`src/rtl/adc_pkg.sv`:
```
// Frame layout shared with the SPI ADC acquisition core, plus decimator helpers.
// Any consumer of raw conversion frames imports this so the format is defined once.
package adc_pkg;

   localparam int ADC_DATA_WIDTH   = 32;
   localparam int ADC_SAMPLE_WIDTH = 24;
   localparam int ADC_SAMPLE_MSB   = ADC_DATA_WIDTH - 1;
   localparam int ADC_SAMPLE_LSB   = ADC_DATA_WIDTH - ADC_SAMPLE_WIDTH;
   localparam int ADC_AUX_WIDTH    = ADC_SAMPLE_LSB;
   localparam int ADC_MAX_LOG2_DEC = 8;

   // Width of the log2 ratio control field.
   localparam int LOG2_W = 4;

   function automatic logic [LOG2_W-1:0] clamp_log2(input logic [LOG2_W-1:0] req,
                                                    input logic [LOG2_W-1:0] max_l);
      return (req > max_l) ? max_l : req;
   endfunction

endpackage

```
`src/rtl/adc_sample_extract.sv`:
```
// Pulls the signed sample field out of a raw conversion frame and sign-extends it
// to the requested width; the aux/common-mode LSBs are shifted away.
module adc_sample_extract
   import adc_pkg::*;
#(
   parameter int DATA_WIDTH   = ADC_DATA_WIDTH,
   parameter int SAMPLE_WIDTH = ADC_SAMPLE_WIDTH,
   parameter int ACC_WIDTH    = ADC_SAMPLE_WIDTH + ADC_MAX_LOG2_DEC
) (
   input  logic        [DATA_WIDTH-1:0] frame,
   output logic signed [ACC_WIDTH-1:0]  sample
);

   logic signed [DATA_WIDTH-1:0] aligned;

   // Arithmetic shift keeps the sample's sign while dropping the aux bits.
   assign aligned = $signed(frame) >>> (DATA_WIDTH - SAMPLE_WIDTH);
   assign sample  = ACC_WIDTH'(aligned);

endmodule

```
`src/rtl/axis_adc_decimator.sv`:
```
// Boxcar decimator: sums 2^L signed ADC samples and emits the floor-average
// on an AXI-Stream master through a single output register.
module axis_adc_decimator
   import adc_pkg::*;
#(
   parameter int DATA_WIDTH   = ADC_DATA_WIDTH,
   parameter int SAMPLE_WIDTH = ADC_SAMPLE_WIDTH,
   parameter int MAX_LOG2_DEC = ADC_MAX_LOG2_DEC
) (
   input  logic                    aclk,
   input  logic                    aresetn,
   input  logic [LOG2_W-1:0]       log2_dec,
   input  logic [DATA_WIDTH-1:0]   s_axis_tdata,
   input  logic                    s_axis_tvalid,
   output logic                    s_axis_tready,
   output logic [DATA_WIDTH-1:0]   m_axis_tdata,
   output logic                    m_axis_tvalid,
   input  logic                    m_axis_tready,
   output logic [MAX_LOG2_DEC:0]   block_count
);

   localparam int ACC_W = SAMPLE_WIDTH + MAX_LOG2_DEC;
   localparam int CNT_W = MAX_LOG2_DEC + 1;

   logic [LOG2_W-1:0]       l_lat;
   logic [LOG2_W-1:0]       l_req;
   logic [LOG2_W-1:0]       l_next;
   logic signed [ACC_W-1:0] acc;
   logic signed [ACC_W-1:0] sample;
   logic signed [ACC_W-1:0] sum;
   logic signed [ACC_W-1:0] shifted;
   logic [CNT_W-1:0]        block_target;
   logic                    block_ending;
   logic                    accept;

   adc_sample_extract #(
      .DATA_WIDTH   (DATA_WIDTH),
      .SAMPLE_WIDTH (SAMPLE_WIDTH),
      .ACC_WIDTH    (ACC_W)
   ) u_extract (
      .frame  (s_axis_tdata),
      .sample (sample)
   );

   assign l_req = clamp_log2(log2_dec, LOG2_W'(MAX_LOG2_DEC));

   // The ratio in force for the sample on the bus: a block not yet started
   // uses the live request, a block in progress keeps the one it latched.
   assign l_next       = (block_count == '0) ? l_req : l_lat;
   assign block_target = CNT_W'(1) << l_next;
   assign block_ending = (block_count + CNT_W'(1)) == block_target;

   assign sum     = acc + sample;
   assign shifted = sum >>> l_next;

   // Only a block-ending sample needs the output slot, so only it can stall.
   assign s_axis_tready = aresetn & ~(block_ending & m_axis_tvalid & ~m_axis_tready);
   assign accept        = s_axis_tvalid & s_axis_tready;

   always_ff @(posedge aclk) begin
      if (!aresetn) begin
         acc         <= '0;
         block_count <= '0;
         l_lat       <= '0;
      end else if (accept) begin
         if (block_count == '0) begin
            l_lat <= l_req;
         end
         if (block_ending) begin
            acc         <= '0;
            block_count <= '0;
         end else begin
            acc         <= sum;
            block_count <= block_count + CNT_W'(1);
         end
      end
   end

   // Reload takes priority over drain so a same-cycle drain/reload keeps tvalid high.
   always_ff @(posedge aclk) begin
      if (!aresetn) begin
         m_axis_tvalid <= 1'b0;
         m_axis_tdata  <= '0;
      end else if (accept && block_ending) begin
         m_axis_tvalid <= 1'b1;
         m_axis_tdata  <= DATA_WIDTH'(shifted);
      end else if (m_axis_tready) begin
         m_axis_tvalid <= 1'b0;
      end
   end

endmodule

```
`config.mk`:
```
export PLATFORM = sky130hd
export DESIGN_NAME = axis_adc_decimator
export DESIGN_NICKNAME = d
export VERILOG_FILES = /design/src/rtl/adc_pkg.sv /design/src/rtl/adc_sample_extract.sv /design/src/rtl/axis_adc_decimator.sv
export SDC_FILE = /design/constraint.sdc
export NUM_CORES = 1
export LEC_CHECK = 0
export BUFFER_PORTS_ARGS = -buffer_cell sky130_fd_sc_hd__clkbuf_2
export CORE_MARGIN = 5
export CORE_UTILIZATION = 26
export CTS_CLUSTER_DIAMETER = 120
export CTS_CLUSTER_SIZE = 40
export DETAILED_ROUTE_END_ITERATION = 6
export PLACE_DENSITY = 0.49
export SLEW_MARGIN = 20
export SYNTH_ARGS = -nofsm -noshare
export SYNTH_HDL_FRONTEND = slang
export SYNTH_SLANG_ARGS = --single-unit
```
`constraint.sdc`:
```
create_clock -name aclk -period 5.3 [get_ports aclk]
set_input_delay 1.06 -clock aclk [delete_from_list [all_inputs] [get_ports aclk]]
set_output_delay 1.06 -clock aclk [all_outputs]
set_load 0.05 [all_outputs]
```
==> results of run 1 <==
==> synthesized netlist by cell type (5+ instances only) <==
| master | instances | area [µm²] |
|---|---|---|
| nand2_1 | 105 | 394.1 |
| nor2_1 | 90 | 337.8 |
| dfxtp_1 | 78 | 1562 |
| mux2i_1 | 59 | 590.6 |
| a21oi_1 | 58 | 290.3 |
| o21ai_0 | 50 | 250.2 |
| clkbuf_1 | 38 | 142.6 |
| ha_1 | 33 | 412.9 |
| a211oi_1 | 30 | 225.2 |
| nor3_1 | 27 | 135.1 |
| o211ai_1 | 23 | 172.7 |
| nand3_1 | 22 | 110.1 |
| xnor2_1 | 22 | 192.7 |
| xor2_1 | 17 | 148.9 |
| inv_1 | 16 | 60.06 |
| o22ai_1 | 16 | 100.1 |
| mux2_2 | 13 | 146.4 |
| nand4_1 | 12 | 75.07 |
| nor2b_1 | 12 | 75.07 |
| and3_1 | 11 | 68.82 |
| o31ai_1 | 11 | 82.58 |
| a21o_1 | 10 | 75.07 |
| and2_1 | 10 | 62.56 |
| buf_2 | 9 | 45.04 |
| nand2b_1 | 9 | 56.30 |
| o21a_1 | 7 | 52.55 |
| a211o_1 | 6 | 52.55 |
| a31oi_1 | 6 | 37.54 |
| buf_6 | 6 | 67.56 |
| nor4_1 | 6 | 37.54 |
| a2111oi_0 | 5 | 43.79 |
| buf_1 | 5 | 18.77 |
| o21ai_1 | 5 | 25.02 |
| o21bai_1 | 5 | 37.54 |
==> state kept, by name, indices dropped and copies added, names as in the netlist <==
name and flops:
acc 32, m_axis_tdata 32, block_count 9, l_lat 4, m_axis_tvalid 1
==> power by group <==
group | switching, mW | internal [mW] | leakage, nW
registers | 0.0290 | 0.632 | 0.635
clock network | 0.291 | 0.422 | 0.164
logic | 0.679 | 0.378 | 2.51
total | 1.00 | 1.43 | 3.31
==> logic make-up (layout without fill, tap and decap cells) <==
kind of cell | Yosys count | in the layout
AND/OR/NAND/NOR | 330 | 330
AO/OA/AOI/OAI | 283 | 283
flip-flops | 78 | 78
multiplexers | 77 | 77
buffers and inverters | 76 | 135
XOR/XNOR | 39 | 39
adder cells (fa/ha/maj) | 34 | 34
==> metrics by stage <==
step | worst slack (ps) | hold slack [ps]
global route | 127.2 | 479.0
finish | 310.3 | 452.7
global placement | 572.8 | 442.7
detailed placement | 534.5 | 447.9
CTS | 175.4 | 455.6
floorplan | 493.3 | 461.6
==> metal layers <==
metal	share of wire, %	routed length, µm	track usage, %
met5	0	0	0
met1	48	11120	20.42
met3	3.4	796	2.392
met4	1.5	359	3.233
met2	47	10960	25.15
==> critical path: stages (launching register included) <==
cell and delay, ps:
dfxtp_1 360, inv_1 70, ha_1 140, or4b_4 510, or2_1 440, buf_4 270
o31ai_1 420, a2111oi_0 140, o31ai_1 340, a221oi_2 100, buf_4 180, nor3_2 260
a21oi_1 110, clkbuf_2 240
==> area by class of cell <==
class	count	area [µm²]	share of cell area, %
sequential	78	1562	19.31
multi-input combinational	763	5106	63.15
timing repair buffer	103	600.6	7.428
tap	341	426.7	5.277
inverter	16	60.06	0.7428
clock inverter	7	105.1	1.300
clock buffer	9	225.2	2.786
==> final timing paths <==
check / from / cells after the start / slack [ps] / endpoint
worst min-delay path: m_axis_tdata[0] / 2 / 450 / m_axis_tdata[0]
worst max register to register: block_count[1] / 14 / 990 / acc[1]
worst max-delay path: block_count[1] / 13 / 310 / s_axis_tready
worst min register to register: m_axis_tdata[0] / 2 / 450 / m_axis_tdata[0]
==> cell usage in the layout, fill, tap and decap left out, types with 10 or more instances in the layout <==
cell	instances
a211oi_1	30
and3_1	11
ha_1	33
xor2_1	17
mux2_2	13
nor2_1	90
nor3_1	26
clkbuf_2	74
nand4_1	12
o22ai_1	16
nand3_1	22
o211ai_1	23
a21oi_1	58
nand2_1	105
o31ai_1	11
buf_4	28
mux2i_1	57
a21o_1	10
and2_1	10
inv_1	16
xnor2_1	22
nor2b_1	12
dfxtp_1	78
o21ai_0	50
==> what timing repair did <==
item | 4_1_cts | 5_1_grt
gates resized for setup | 0 | 1
setup buffers | 0 | 0
endpoints found under the setup margin | 0 | 1
==> results.md, run 1 <==
- Status: completed
- Max frequency: 0.2004 GHz
- Distinct cells, synth: 79
- Die area: 30320 µm²
- Pins Over Slew Limit: 0
- Setup TNS: 0 ps
- Max-slew headroom: 50.65%
- DP Cell Count: 1301
- Core area: 26730 µm²
- Tcrit/Tclk final: 94.15%
- Area grow syn2layout: 15.45%
- Clock Skew: 11.06 ps
- WL final: 23230 µm
- CTS tree: yes
- Gr usage total: 15.01%
- Synth Area in Compound Gates: 27.28%
- Mapped Area: 7003 µm²
- Post-synth EDFFs: 0
- Data arrival, critical path: 3930 ps
- Syn. warnings: 0
- Horiz. Die Dim: 174.1 µm
- Final design utilization: 30.25%
- Rows: 60
- Max-cap violations: 0
- Number of diodes: 0
- Mapped Cells: 917
- Post-DP HPWL: 17750 µm
- Power per cell area: 300.7 nW/µm²
- Vias in the first global route: 6833
- CP Class: reg2out
- Measured slew at the worst slew-check pin: 733.4 ps
- Final setup viols: 0
- Max H-tree Level: 3
- Largest family of logic cells by synthesized area: compound AO/OA/AOI/OAI gates
- Inserted Clock Buffers: 9
- Simple-gate share of the synthesized area: 22.57%
- Initial antenna violation count: 0
- Longest Clk Path Bufs: 2
- First-pass DRT Iterations: 5
- Average wire per standard cell: 17.64 µm
- Ys flop type: dfxtp_1
- First-pass GRT wire length: 37610 µm
- Maximum vdd drop: 0.0001446 V
- Post-Synth XOR/XNOR Area: 4.878%
- Final instance area: 8085 µm²
- Path type of the worst min-delay path: reg2reg
- RSZ-0062 raised after global routing: false
- DRC viols: 0
- Root Buffer: clkbuf_16
- Req. time, crit path: 4240 ps
- Fill cells: 2938
- Mux cell area share after synthesis: 11.81%
- Share of cells above drive strength 1: 16.09%
- Clk Latency, worst-skew pair: 350 ps
- CTS Sinks: 78
- Hold_buf cts: 0
- Routed Antenna Nets: 0
- GRT overflow: 0
- Asr flop ratio synth: 0%
- Num ports: 83
- Die height: 174.1 µm
- Initial DRC count: 510
- Largest net degree at the start of global routing: 40
- NumNets Final: 1045
- Post-Synth Adder-Cell Area: 6.182%
- Final Total Pwr: 2.431 mW
- Worst-path clk slew: 70 ps
- Post-route minimum period: 4990 ps
- Average cell area after synthesis: 7.637 µm²
- Via count: 7092
- Post-Place Cell Area: 7750 µm²
- PortBufs: 74
- Crit Path Max Fanout: 13
- Seq/Total Area, Yosys: 22.30%
- Startpoint types: register
- Fin. Hold Viols: 0
- Routability congestion estimate: 0.8647
- Non-filler cells, final: 1317
- Detail-routed via count per cell: 5.385
- Synthesized net count: 991
- Initial core utilization: 26.20%
- CP endpoint kind: primary output
- Synth Register Bits: 78
- Static Leak: 3.309 nW
Power figures use the tool's default switching activity.
==> run 2, diff against run 1 <==
--- a/config.mk
+++ b/config.mk
@@ -7,12 +7,12 @@
 export LEC_CHECK = 0
 export BUFFER_PORTS_ARGS = -buffer_cell sky130_fd_sc_hd__clkbuf_2
 export CORE_MARGIN = 5
-export CORE_UTILIZATION = 26
+export CORE_UTILIZATION = 55
 export CTS_CLUSTER_DIAMETER = 120
 export CTS_CLUSTER_SIZE = 40
 export DETAILED_ROUTE_END_ITERATION = 6
-export PLACE_DENSITY = 0.49
-export SLEW_MARGIN = 20
+export PLACE_DENSITY = 0.83
+export SLEW_MARGIN = 15
 export SYNTH_ARGS = -nofsm -noshare
 export SYNTH_HDL_FRONTEND = slang
 export SYNTH_SLANG_ARGS = --single-unit
==> run 2 against run 1 <==
Effect of this change: core utilization grew 31 points; worst hold slack lost 1.3 ps; wire length shrank 15%; non-clock buffer count shrank 6; critical path depth shrank 1; cell count shrank 13%; sequential share of layout area grew 0.87 points; final area shrank 4.3%; die area shrank 50%; worst setup slack lost 30 ps; critical path type unchanged; largest cell class unchanged.
==> results.md, run 2 (synthesis gave the netlist of run 1 again) <==
- Final instance area: 7737 µm² (-4.3%)
- Rows: 41 (-32%)
- Status: completed
- Longest Clk Path Bufs: 2 (unchanged)
- Req. time, crit path: 4240 ps (about the same)
- Post-DP HPWL: 14660 µm (-17%)
- Path type of the worst min-delay path: reg2reg
- Average wire per standard cell: 17.40 µm (-1.4%)
- Non-filler cells, final: 1140 (-13%)
- DR top layer: met4
- Area grow syn2layout: 10.49%
- Hold-critical path endpoint: m_axis_tdata[0]
- Post-Place Cell Area: 7473 µm² (-3.6%)
- Initial DRC count: 779 (+53%)
- CTS tree: yes
- RSZ-0062 raised after global routing: false
- Crit path cell chain: inv_1 -> ha_1 -> or4b_4 -> or2_1 -> buf_4 -> mux2i_1 -> o31a_1 -> o21ai_0 -> a221o_1 -> nor3_1 -> a21oi_1 -> clkbuf_2
- Start of the worst register-to-register path: block_count[1]
- CTS Sinks: 78 (unchanged)
- Commonest cells after routing, fill and taps aside: nand2_1, nor2_1, dfxtp_1
- Largest net degree at the start of global routing: 40 (unchanged)
- Min-Delay Path Depth: 2 (unchanged)
- Num ports: 83 (unchanged)
- WL final: 19840 µm (-15%)
- Flop2flop setup slack: 640 ps (-350 ps)
- WL met3: 1364 µm (+71%)
- Vias in the first global route: 6772 (-0.89%)
- First-pass DRT Iterations: 6 (+1)
- # Post-CTS Setup Buffers: 0 (unchanged)
- Data arrival, critical path: 3960 ps (+30 ps)
- Tcrit/Tclk final: 94.70% (+0.56 points)
- DP Cell Count: 1125 (-14%)
- Power per cell area: 291.2 nW/µm² (-3.2%)
- DRC viols: 0 (unchanged)
- Met2 WL: 9685 µm (-12%)
- Regs by FF count: acc (32), m_axis_tdata (32), block_count (9)
- Static Leak: 3.238 nW (-2.1%)
- Worst-path clk slew: 60 ps (about the same)
- Initial core utilization: 55.72% (+30 points)
- Max H-tree Level: 3 (unchanged)
- Detail-routed via count per cell: 6.396 (+19%)
- PortBufs: 74 (unchanged)
- Via count: 7292 (+2.8%)
- Die height: 122.8 µm (-29%)
- Critical R2R Capture: acc[4]
- Clock Skew: 8.179 ps (-2.879 ps)
- Core area: 12570 µm² (-53%)
- Fin. Hold Viols: 0 (unchanged)
- Pins Over Slew Limit: 0 (unchanged)
- Largest stage delay on the critical path: 500 ps (about the same)
- Horiz. Die Dim: 122.8 µm (-29%)
- Gr usage total: 26.42% (+11 points)
- Post-cts sizing count: 0 (unchanged)
- Fill cells: 1149 (-61%)
- GRT overflow: 0 (unchanged)
- Hold_buf cts: 0 (unchanged)
- R2R cell count: 14 (unchanged)
- Post-route minimum period: 5019 ps (+29.51 ps)
- First-pass GRT wire length: 32490 µm (-14%)
- Most common cell after layout, fill and taps aside: nand2_1
- Maximum vdd drop: 0.0001899 V (+31%)
- Max-slew headroom: 38.78% (-12 points)
- Root Buffer: clkbuf_16
- Critical path's slowest cell: or4b_4
- Inserted Clock Buffers: 9 (unchanged)
- Max frequency: 0.1992 GHz (-0.59%)
- Die area: 15090 µm² (-50%)
- Setup TNS: 0 ps (unchanged)
- Final design utilization: 61.56% (+31 points)
- Number of diodes: 0 (unchanged)
- Startpoint types: register
- HP Start: m_axis_tdata[0]
- Measured slew at the worst slew-check pin: 918.4 ps (+184.9 ps)
- Max-cap violations: 0 (unchanged)
- Crit Path Max Fanout: 12 (-1)
- Routability congestion estimate: 0.9699 (+12%)
- Met1 wire length: 8199 µm (-26%)
- CP Class: reg2out
- Clk Latency, worst-skew pair: 350 ps (about the same)
- Share of cells above drive strength 1: 15.08% (-1.0 points)
- Initial antenna violation count: 0 (unchanged)
- NumNets Final: 1039 (-0.57%)
- Final setup viols: 0 (unchanged)
- CP endpoint kind: primary output
- Routed Antenna Nets: 0 (unchanged)
==> run 2: area by class of cell <==
| class | instances | area (µm²) | area share, % |
|---|---|---|---|
| Timing Repair Buffer | 97 | 543.0 | 7.018 |
| Clock buffer | 12 | 246.5 | 3.186 |
| Inverter | 16 | 60.06 | 0.7762 |
| Sequential cell | 78 | 1562 | 20.18 |
| Multi-Input combinational cell | 763 | 5101 | 65.93 |
| Tap cell | 172 | 215.2 | 2.781 |
| Clock inverter | 2 | 10.01 | 0.1294 |
==> run 2: worst max path at each step <==
stage                              start            end  slack, ps  cells after the start
final                     block_count[1]  s_axis_tready        280                     12
after global routing      block_count[1]  s_axis_tready        110                     12
after CTS                 block_count[1]  s_axis_tready        170                     12
after detailed placement  block_count[1]  s_axis_tready        540                     12
after global placement    block_count[1]  s_axis_tready        610                     12
after floorplan           block_count[0]  s_axis_tready        490                     11
==> run 2: routing by layer <==
metal  track usage (%)  vias up
met5                 0        -
met4             9.797        0
met3             5.207       53
met2             44.41      325
met1             33.43     3379
li1                  -     3535
==> run 2: where the power goes <==
part | switching, mW | internal [mW] | total (mW)
sequential | 0.0282 | 0.632 | 0.661
clock | 0.242 | 0.323 | 0.565
combinational | 0.658 | 0.369 | 1.03
total | 0.928 | 1.33 | 2.25
==> run 2: metrics by stage <==
stage	power [mW]	worst slack (ps)	hold WS (ps)
finish	2.253	280.8	451.5
CTS	2.235	169.9	453.5
floorplan	1.431	493.3	461.6
global placement	1.656	611.5	439.6
detailed placement	1.671	542.0	446.0
global route	2.375	107.4	480.1
==> run 2: worst max-delay path: cells and delay by family (launching register included) <==
| family | cells | cell delay (ps) |
|---|---|---|
| multiplexers | 1 | 500 |
| flip-flops | 1 | 360 |
| AO/OA/AOI/OAI | 4 | 800 |
| adder cells (fa/ha/maj) | 1 | 130 |
| AND/OR/NAND/NOR | 3 | 1200 |
| buffers and inverters | 3 | 600 |
